===== src/rtl/phb_int_sched.sv =====
// rtl/phb_int_sched.sv - interrupt scheduler: timer/BR arbitration against IPL and microcode INT_ACK sequencing
module phb_int_sched #(
    parameter int unsigned   TMO_CYC = 15,
    parameter logic [7:0]    TIM_VEC = 8'h30
) (
    input  logic       mclk_l,
    input  logic       sac_reset_h,
    input  logic       d_clk_en_h,
    input  logic [3:0] br_rq_h,
    input  logic       tim_ov_h,
    input  logic [4:0] ipl_h,
    input  logic [4:0] misc_ctl_h,
    input  logic [2:0] gd_sam_h,
    input  logic       dev_ack_h,
    input  logic [7:0] dev_vec_h,
    output logic       interrupt_h,
    output logic       timserv_h,
    output logic [3:0] br_grant_h,
    output logic       int_busy_h,
    output logic [7:0] wbus_9_2_out_h
);

    typedef enum logic [1:0] {ST_IDLE, ST_GRANT, ST_VECRDY} state_t;

    localparam logic [7:0] TMO_LAST = 8'(TMO_CYC - 1);

    state_t     state_q;
    logic       tim_pend_q;
    logic [7:0] vec_q;
    logic [7:0] tmo_cnt_q;
    logic [3:0] grant_q;
    logic       interrupt_q;

    logic [4:0] win_lvl;
    logic [3:0] win_oh;
    logic       win_any;
    logic       win_tim;
    logic       qual;
    logic       int_ack;
    logic       rd_vec;
    logic       tim_clr;

    assign int_ack = (misc_ctl_h == 5'h1E);
    assign rd_vec  = (gd_sam_h == 3'h7);

    // Fixed priority: timer (0x18) above BR7..BR4 (0x17..0x14)
    always_comb begin
        win_lvl = 5'h00;
        win_oh  = 4'b0000;
        win_any = 1'b0;
        win_tim = 1'b0;
        if (tim_pend_q) begin
            win_lvl = 5'h18;
            win_any = 1'b1;
            win_tim = 1'b1;
        end else if (br_rq_h[3]) begin
            win_lvl = 5'h17;
            win_oh  = 4'b1000;
            win_any = 1'b1;
        end else if (br_rq_h[2]) begin
            win_lvl = 5'h16;
            win_oh  = 4'b0100;
            win_any = 1'b1;
        end else if (br_rq_h[1]) begin
            win_lvl = 5'h15;
            win_oh  = 4'b0010;
            win_any = 1'b1;
        end else if (br_rq_h[0]) begin
            win_lvl = 5'h14;
            win_oh  = 4'b0001;
            win_any = 1'b1;
        end
    end

    assign qual    = win_any && (win_lvl > ipl_h);
    assign tim_clr = (misc_ctl_h == 5'h1F) ||
                     ((state_q == ST_IDLE) && int_ack && qual && win_tim);

    always_ff @(posedge mclk_l) begin
        if (sac_reset_h) begin
            state_q     <= ST_IDLE;
            tim_pend_q  <= 1'b0;
            vec_q       <= 8'h00;
            tmo_cnt_q   <= 8'h00;
            grant_q     <= 4'b0000;
            interrupt_q <= 1'b0;
        end else if (d_clk_en_h) begin
            // A new overflow outranks a clear arriving in the same cycle
            tim_pend_q <= tim_ov_h | (tim_pend_q & ~tim_clr);
            case (state_q)
                ST_IDLE: begin
                    if (int_ack) begin
                        interrupt_q <= 1'b0;
                        if (qual && win_tim) begin
                            vec_q   <= TIM_VEC;
                            state_q <= ST_VECRDY;
                        end else if (qual) begin
                            grant_q   <= win_oh;
                            tmo_cnt_q <= 8'h00;
                            state_q   <= ST_GRANT;
                        end else begin
                            vec_q   <= 8'h00;
                            state_q <= ST_VECRDY;
                        end
                    end else begin
                        interrupt_q <= qual;
                    end
                end
                ST_GRANT: begin
                    interrupt_q <= 1'b0;
                    if (dev_ack_h) begin
                        vec_q   <= dev_vec_h;
                        grant_q <= 4'b0000;
                        state_q <= ST_VECRDY;
                    end else if (tmo_cnt_q == TMO_LAST) begin
                        vec_q   <= 8'h00;
                        grant_q <= 4'b0000;
                        state_q <= ST_VECRDY;
                    end else begin
                        tmo_cnt_q <= tmo_cnt_q + 8'h01;
                    end
                end
                ST_VECRDY: begin
                    if (rd_vec) begin
                        state_q     <= ST_IDLE;
                        interrupt_q <= qual;
                    end else begin
                        interrupt_q <= 1'b0;
                    end
                end
                default: begin
                    state_q     <= ST_IDLE;
                    grant_q     <= 4'b0000;
                    interrupt_q <= 1'b0;
                end
            endcase
        end
    end

    assign interrupt_h    = interrupt_q;
    assign timserv_h      = tim_pend_q;
    assign br_grant_h     = grant_q;
    assign int_busy_h     = (state_q != ST_IDLE);
    assign wbus_9_2_out_h = ((state_q == ST_VECRDY) && rd_vec) ? vec_q : 8'hFF;

endmodule


===== config.mk =====
export PLATFORM = sky130hd
export DESIGN_NAME = phb_int_sched
export DESIGN_NICKNAME = d
export VERILOG_FILES = /design/src/rtl/phb_int_sched.sv
export SDC_FILE = /design/constraint.sdc
export NUM_CORES = 1
export LEC_CHECK = 0
export ABC_CLOCK_PERIOD_IN_PS = 2770
export BUFFER_PORTS_ARGS = -buffer_cell sky130_fd_sc_hd__buf_2
export CAP_MARGIN = 25
export CORE_MARGIN = 4
export CORE_UTILIZATION = 51
export CTS_CLUSTER_DIAMETER = 40
export DETAILED_ROUTE_END_ITERATION = 12
export HOLD_SLACK_MARGIN = 0.15
export PLACE_DENSITY_LB_ADDON = 0.08
export SETUP_SLACK_MARGIN = 0.02
export SKIP_LAST_GASP = 1
export SYNTH_ARGS = -nofsm -noshare
export SYNTH_HDL_FRONTEND = slang
export SYNTH_SLANG_ARGS = --single-unit

===== constraint.sdc =====
create_clock -name mclk_l -period 2.77 [get_ports mclk_l]
set_input_delay 0.277 -clock mclk_l [delete_from_list [all_inputs] [get_ports mclk_l]]
set_output_delay 0.277 -clock mclk_l [all_outputs]
set_load 0.02 [all_outputs]

==> out/results.tsv, run 1 <==
metric	value	unit
Power, Total	0.654	mW
status	finished, final reports clean	
Max Fclk	428	MHz
Post-synth ARST share	0	%
1st-iter DRT viols	60	
drt pass-1 iters	4	
Setup TNS Final	0	ns
layout net count	271	
post-synth top area share	31.5	%
clock share of power	28.3	%
drt drc	0	
clk root buf	clkbuf_4	
CP required	3.02	ns
WP data arrival	2.59	ns
antenna cell count	0	
TritonCTS clock tree	built	
wire per inst	14.1	microns
Post-Syn Area per Cell	8.20	sq um
CTS HTree Levels	1	
clock slew at reported path FFs	0.13	ns
fin crit share	84.3	%
Setup crit start kind	flip-flop	
post_cts resized	0	
top post-synthesis cells by area	dfxtp_1 32%, nand2b_1 8.2%, ha_1 5.7%	
TritonCTS Buffers	3	
crit end category	flip-flop	
share of cells above drive strength 1	27.0	%
CP max FO	9	
top cells by count, synth	24 x dfxtp_1, 21 x nand2_1, 20 x nand2b_1	
clk_skew	0.00418	ns
setup violators final	0	
io pins	45	
class of the worst hold path	in -> reg	
peak supply drop	0.291	mV
most numerous cell in the Yosys netlist	dfxtp_1	
Die X	62.7	microns
Pint	0.477	mW
core area	2810	sq um
Syn Std Cell Area	1530	sq um
Worst-Margin Slew	0.461	ns
largest net degree at the start of global routing	29	
global-route wire length before repair	6440	microns
Skew-Pair Late Insertion Delay	0.31	ns
clk sinks	24	
max-cap violations	0	
Post-DRT Antenna Nets	0	
Area Growth Syn to Fin	19.8	%
number of global-route vias before repair	1479	
sequential fraction of the synthesis area	31.5	%
Setup Buffers After CTS	0	
Synth Net Count	223	
setup repair after global routing missed its margin	no	
worst rel slew slack	69.2	%
Final Wtd Congestion	0.793	
sequential share of power	54.0	%
Post-Synthesis Cells	186	
GRT Resource Usage Total	19.7	%
prevailing post-synth register cell	dfxtp_1	
antenna violations before repair	0	
WS Path Type	reg -> reg	
final wirelength	3720	microns
Starting Density	54.4	%
CP Launch Point	timserv_h	
flops & latches, synth	24	
CTS Hold Buffers Added	0	
gr ovfl total	0	
final hold vios	0	
crit path time final	2.34	ns
fin util	65.1	%
synth warn	0	
Sw Ratio	27.1	%
Pwr per Cell Area	358	nW/um^2
Vias/cell	5.91	
HPWL Detailed	2940	microns
Port Buffers	44	
Comb pwr share	17.8	%
cell taking the most area after synthesis	dfxtp_1	
P_leak	0.727	nW
Slew Viols, Final	0	
worst r2r src	timserv_h	
Core Rows	19	
P_sw	0.177	mW
CTS max path bufs	2	
Die Ht	62.7	microns
unique cell type count in the Yosys netlist	38	
number of synthesized flops with an enable pin	0	
hold path startpoint	dev_vec_h[3]	
vias	1560	
die area	3930	sq um
==> placed cells by master (no fill, tap or decap), types with 2 or more instances in the layout <==
cell type	synthesis	layout
o21ai_0	8	8
mux2i_1	7	7
nand4_1	6	6
inv_1	9	9
or3_1	3	3
nand2_1	21	21
nor2_1	15	15
o22ai_1	3	3
mux2_2	2	2
nand3_1	9	9
nand2b_1	20	20
a21oi_1	15	15
buf_4	0	3
dfxtp_1	24	24
nor3_1	3	3
clkbuf_4	0	3
a31oi_1	5	5
a311oi_1	3	3
buf_2	1	44
nor2b_1	4	4
ha_1	7	7
==> path summary, 6_finish.rpt <==
path	slack [ns]	depth (start not counted)	endpoint
setup / recovery	0.43	9	vec_q[2]
hold / removal	0.18	3	vec_q[3]
setup reg to reg	0.43	9	vec_q[2]
hold reg to reg	0.47	2	interrupt_h
==> through the flow <==
step / setup WS (ns) / area [sq um] / hold slack, ns / std cells
after CTS: 0.425 / 1830 / 0.177 / 264
after floorplan: 0.377 / 1530 / 0.416 / 186
after global placement: 0.315 / 1790 / 0.443 / 260
after global routing: 0.234 / 1830 / 0.177 / 264
after detailed placement: 0.165 / 1790 / 0.451 / 260
final: 0.434 / 1830 / 0.184 / 264
==> power groups by stage <==
stage / logic [mW] / clock network (mW) / registers, mW
floorplan: 0.0689 / 0 / 0.362
global placement: 0.110 / 0 / 0.360
detailed placement: 0.115 / 0 / 0.361
CTS: 0.116 / 0.188 / 0.353
global route: 0.129 / 0.204 / 0.354
finish: 0.116 / 0.185 / 0.353
==> area by class of cell <==
type | instances | area [sq um]
clock buffer | 4 | 36.3
sequential | 24 | 480
fill | 261 | 978
timing repair buffer | 47 | 243
tap | 31 | 38.8
inverter | 9 | 33.8
multi-input combinational | 149 | 995
==> flip-flops by register name, summed over array words and instances, names as in the netlist <==
| name | flops |
|---|---|
| br_grant_h | 4 |
| interrupt_h | 1 |
| state_q | 2 |
| timserv_h | 1 |
| tmo_cnt_q | 8 |
| vec_q | 8 |
==> layer usage <==
metal  share of wire (%)  wire length (microns)  GRT usage [%]
met5                   0                      0              0
met2                  50                   1840           35.4
met4                0.91                     34           5.51
met1                  43                   1610           23.6
met3                 6.3                    234           3.96
==> critical path, cell delays in order, from the launching register on <==
cell	delay (ns)
dfxtp_1	0.53
inv_1	0.14
nand2_1	0.10
ha_1	0.26
and4_1	0.21
a22oi_2	0.23
nand2_1	0.16
o2111ai_4	0.23
buf_4	0.22
mux2i_1	0.19
==> cell families (layout without fill, tap and decap cells) <==
logic type	Yosys count	in the layout	share of synthesized area, %
simple gates	90	90	32.7
compound gates	43	43	20.7
flops	24	24	31.5
buf+inv	13	60	3.28
mux	9	9	6.07
fa+ha+maj	7	7	5.74
(Power assumes the default switching activity.)
==> inputs of run 2 (changes only) <==
- ABC_CLOCK_PERIOD_IN_PS: 2770 -> 2000
- CORE_UTILIZATION: 51 -> 46
- clock period: 2.77 -> 2 ns (I/O delays scaled with it)
==> run 2 against run 1 <==
Compared with the run above: the run now ends with setup timing left; via count grew 4.4%; total power grew 61%; cell count grew 12%; wire length grew 7.7%; fmax grew 16%; first-iteration DRC count grew 63%; critical path type unchanged; critical endpoint is now vec_q[7]; largest cell class unchanged; largest power group unchanged.
==> out/results.tsv, run 2 (same netlist as run 1, synthesis figures left out) <==
metric	value	unit	change
status	finished with violations		
violated checks	setup timing		
commonest non-fill, non-tap cell in the layout	buf_2		
CP max-delay cell	dfxtp_4		
number of global-route vias before repair	1529		+3.4%
P_leak	0.837	nW	+15%
WP data arrival	2.27	ns	-0.32 ns
Worst Path Buf+Inv	1		-1
Final Cell Area	2090	sq um	+14%
hold path startpoint	br_rq_h[0]		
Setup TNS Final	-0.0153	ns	-0.0153 ns
crit path time final	2.02	ns	-0.320 ns
TritonCTS Buffers	3		unchanged
largest net degree at the start of global routing	29		unchanged
Final Wtd Congestion	0.873		+10%
Final WS setup	-0.0153	ns	-0.450 ns
layout net count	290		+7.0%
drt pass-1 iters	7		+3
clk root buf	clkbuf_4		
vias	1629		+4.4%
clk sinks	24		unchanged
WS Path Type	reg -> reg		
TritonCTS clock tree	built		
wire per inst	13.5	microns	-3.9%
Register Area	485	sq um	+1.0%
max incr delay on CP	0.39	ns	-0.14 ns
Die Ht	65.6	microns	+4.6%
1st-iter DRT viols	98		+63%
core area	3100	sq um	+11%
CP delay by family, top	simple AND/OR/NAND/NOR gates		
worst-path cell chain	nor2_1 -> ha_1 -> and4_1 -> a22oi_2 -> nand2_2 -> o2111ai_4 -> buf_6 -> mux2i_2		
max-cap violations	0		unchanged
pre-CTS setup slack	-0.296	ns	-0.460 ns
Starting Density	49.2	%	-5.2 points
die area	4300	sq um	+9.5%
CP Launch Point	timserv_h		
class of the worst hold path	in -> reg		
io pins	45		unchanged
commonest cells after routing, fill and taps aside	43 x buf_2, 22 x dfxtp_1, 20 x nand2b_1		
Setup Buffers After CTS	0		unchanged
Port Buffers	44		unchanged
Setup crit start kind	flip-flop		
crit end category	flip-flop		
antenna cell count	0		unchanged
global-route wire length before repair	6860	microns	+6.4%
fillers	269		+3.1%
worst rel slew slack	68.9	%	-0.29 points
clock slew at reported path FFs	0.14	ns	about the same
setup violators final	1		+1
Power, Total	1.05	mW	+61%
Core Rows	20		+1
CTS max path bufs	2		unchanged
CP max FO	7		-2
GRT Resource Usage Total	19.9	%	+0.16 points
Die X	65.6	microns	+4.6%
antenna violations before repair	0		unchanged
Skew-Pair Late Insertion Delay	0.32	ns	about the same
drt drc	0		unchanged
CP required	2.26	ns	-0.76 ns
final wirelength	4010	microns	+7.7%
gr ovfl total	0		unchanged
clk_skew	0.00135	ns	-0.00283 ns
peak supply drop	0.361	mV	+24%
share of cells above drive strength 1	33.3	%	+6.3 points
area of the multi-input gates	1040	sq um	+5.0%
CTS HTree Levels	1		unchanged
final hold vios	0		unchanged
Area Growth Syn to Fin	36.8	%	
Pwr per Cell Area	505	nW/um^2	+41%
Slew Viols, Final	0		unchanged
fin crit share	101	%	+16 points
DP Area	1930	sq um	+7.8%
Vias/cell	5.50		-6.9%
HPWL Detailed	3030	microns	+3.1%
Worst-Margin Slew	0.466	ns	+0.00441 ns
setup repair after global routing missed its margin	yes		
Max Fclk	496	MHz	+16%
worst r2r src	timserv_h		
Post-DRT Antenna Nets	0		unchanged
-- run 2: changes by cell type in the layout (fill, tap and decap cells not counted), moves of 2 or more --
cell           change
a21oi_1            -2
a21oi_2            +2
buf_4             +11
buf_6              +2
dfxtp_1            -2
dlygate4sd3_1      +7
mux2_2             -2
mux2_4             +2
nand2_1            -2
-- run 2: worst paths after layout --
check,endpoint,slack (ns),depth (start not counted)
max,vec_q[7],-0.02,8
min reg2reg,interrupt_h,0.47,2
max reg2reg,vec_q[7],-0.02,8
min,br_grant_h[0],0.19,3
-- run 2: cell type report --
type	instances	share of cell area [%]
Multi-Input combinational cell	149	50.1
Sequential cell	24	23.3
Timing Repair Buffer	66	19.8
Tap cell	44	2.64
Inverter	9	1.74
Clock inverter	1	1.44
Clock buffer	3	1.08
-- run 2: metal layers --
layer  GRT usage [%]  up-vias  wire (microns)
met5               0        -               0
met4            4.66        0              72
met3            2.22        8             176
met2            35.4       50            1980
met1            25.5      762            1780
li1                -      809               -
-- run 2: worst reg2reg max path, stage by stage (launching register included) --
cell	delay (ns)
dfxtp_4	0.39
nor2_1	0.13
ha_1	0.25
and4_1	0.21
a22oi_2	0.17
nand2_2	0.11
o2111ai_4	0.27
buf_6	0.19
mux2i_2	0.22
-- run 2: timing repair --
| item | CTS | global route |
|---|---|---|
| endpoints found under the setup margin | 15 | 23 |
| pin swaps | 5 | 6 |
| endpoints found under the hold margin | 7 | 0 |
| hold buffers | 7 | 0 |
| resized for setup | 5 | 7 |
-- run 2: power by group --
| group | total (mW) | leakage (nW) | internal, mW | switching [mW] |
|---|---|---|---|---|
| Sequential | 0.487 | 0.195 | 0.482 | 0.00513 |
| Clock | 0.360 | 0.0279 | 0.203 | 0.157 |
| Combinational | 0.207 | 0.614 | 0.0990 | 0.108 |
-- run 2: stage by stage --
stage	instances	hold slack, ns	utilization, %
global placement	285	0.443	62.2
CTS	296	0.194	66.5
floorplan	186	0.339	-
finish	296	0.193	67.3
global route	296	0.214	67.3
detailed placement	285	0.444	62.2
==> inputs of run 3 (changes only) <==
- CORE_MARGIN: 4 -> unset
==> run 3 against run 2 <==
Compared with the run above: the run now ends clean; wire length rose by 2.7%; combinational power rose by 12%; die area fell by 17%; global-route usage rose by 4.5 points; sequential share of layout area fell by 0.54 points; worst hold slack improved by 0.0026 ns; utilization rose by 1.6 points; worst setup slack improved by 0.042 ns.
==> out/results.tsv, run 3 (same netlist as run 1, synthesis figures left out) <==
metric	value	unit	change
Die Ht	59.6	microns	-9.1%
io pins	45		unchanged
WS Path Type	reg -> reg		
gr ovfl total	0		unchanged
Final Cell Area	2140	sq um	+2.4%
Final WS setup	0.0268	ns	+0.0422 ns
Area Growth Syn to Fin	40.1	%	
clk_skew	0.00338	ns	+0.00203 ns
setup violators final	0		-1
wire per inst	13.7	microns	+1.4%
class of the worst hold path	in -> reg		
status	finished, final reports clean		
clock slew at reported path FFs	0.12	ns	-0.02 ns
final hold vios	0		unchanged
DP Area	1940	sq um	+0.78%
core area	3100	sq um	unchanged
TritonCTS clock tree	built		
share of cells above drive strength 1	37.9	%	+4.6 points
clk sinks	24		unchanged
setup repair after global routing missed its margin	yes		
Max Fclk	507	MHz	+2.1%
CP required	2.24	ns	-0.02 ns
CP max-delay cell	dfxtp_4		
TritonCTS Buffers	3		unchanged
largest net degree at the start of global routing	29		unchanged
number of global-route vias before repair	1557		+1.8%
vias	1659		+1.8%
Setup crit start kind	flip-flop		
drt pass-1 iters	4		-3
Post-DRT Antenna Nets	0		unchanged
Pwr per Cell Area	433	nW/um^2	-14%
CP max FO	6		-1
WP data arrival	2.21	ns	-0.06 ns
CTS HTree Levels	1		unchanged
clk root buf	clkbuf_4		
global-route wire length before repair	6620	microns	-3.4%
crit path time final	1.97	ns	-0.0422 ns
Core Rows	20		unchanged
antenna cell count	0		unchanged
final wirelength	4110	microns	+2.7%
Starting Density	49.2	%	unchanged
Power, Total	0.925	mW	-12%
Setup TNS Final	0	ns	+0.0153 ns
commonest cells after routing, fill and taps aside	44 x buf_2, 22 x dfxtp_1, 20 x nand2b_1		
crit end category	flip-flop		
Port Buffers	44		unchanged
commonest non-fill, non-tap cell in the layout	buf_2		
die area	3550	sq um	-17%
P_leak	0.859	nW	+2.7%
worst rel slew slack	68.3	%	-0.66 points
Slew Viols, Final	0		unchanged
GRT Resource Usage Total	24.4	%	+4.5 points
Worst-Margin Slew	0.476	ns	+0.00990 ns
drt drc	0		unchanged
antenna violations before repair	0		unchanged
1st-iter DRT viols	84		-14%
fin crit share	98.7	%	-2.1 points
Skew-Pair Late Insertion Delay	0.31	ns	about the same
worst-path cell chain	inv_4 -> nand2_4 -> ha_4 -> nand4_1 -> o221ai_4 -> nand2_2 -> o2111ai_4 -> buf_6 -> mux2i_1		
Final Wtd Congestion	0.944		+8.2%
HPWL Detailed	3100	microns	+2.4%
layout net count	295		+1.7%
pre-CTS setup slack	-0.317	ns	-0.0213 ns
Die X	59.6	microns	-9.1%
Vias/cell	5.53		+0.48%
max incr delay on CP	0.40	ns	about the same
max-cap violations	0		unchanged
peak supply drop	0.393	mV	+9.0%
fin util	68.9	%	+1.6 points
CTS max path bufs	2		unchanged
-- run 3: changes by cell type in the layout (fill, tap and decap cells not counted), moves of 2 or more --
cell     before  now
buf_4        14   17
o21ai_0       8    6
nor2_1       15   12
nor2_2        0    3
-- run 3: per-stage QoR --
step / hold slack (ns) / cells
after floorplan: 0.339 / 186
after global placement: 0.445 / 287
after detailed placement: 0.455 / 287
after CTS: 0.186 / 299
after global routing: 0.185 / 300
final: 0.195 / 300
-- run 3: cell type report --
type | count | area [sq um]
clock buffers | 3 | 22.5
fillers | 283 | 966
inverters | 9 | 36.3
multi-input cells | 149 | 1090
flip-flops and latches | 24 | 485
well taps | 44 | 55.1
repair buffers | 71 | 452
-- run 3: final timing paths --
path,cells past startpoint,slack (ns),to,start
setup / recovery,9,0.03,vec_q[2],timserv_h
hold / removal,3,0.20,br_grant_h[0],br_rq_h[0]
setup reg to reg,9,0.03,vec_q[2],timserv_h
hold reg to reg,2,0.46,interrupt_h,interrupt_h
-- run 3: power by group --
| part | leakage (nW) | internal [mW] | switching (mW) | total [mW] |
|---|---|---|---|---|
| registers | 0.195 | 0.482 | 0.00616 | 0.488 |
| logic | 0.651 | 0.116 | 0.115 | 0.231 |
| clock network | 0.0138 | 0.0704 | 0.136 | 0.206 |
| total | 0.859 | 0.669 | 0.256 | 0.925 |
-- run 3: layer usage --
| metal | routed length, microns | vias to the layer above | global-route usage, % |
|---|---|---|---|
| met5 | 0 | - | 0 |
| met4 | 23 | 0 | 5.32 |
| met3 | 228 | 4 | 4.59 |
| met2 | 2180 | 44 | 45.9 |
| met1 | 1690 | 793 | 28.2 |
| li1 | - | 818 | - |
-- run 3: repair_timing --
| item | 4_1_cts | 5_1_grt |
|---|---|---|
| endpoints found under the setup margin | 12 | 27 |
| endpoints found under the hold margin | 7 | 0 |
| hold buffers | 7 | 0 |
| buffers inserted | 2 | 1 |
| pin swaps | 6 | 4 |
| gates resized for setup | 8 | 15 |
-- run 3: worst max-delay path, delay by kind of cell, from the launching register on --
family / cells / cell delay [ns]
AND/OR/NAND/NOR: 3 / 0.29
flip-flops: 1 / 0.40
multiplexers: 1 / 0.20
AO/OA/AOI/OAI: 2 / 0.47
buffers and inverters: 2 / 0.25
adder cells (fa/ha/maj): 1 / 0.29
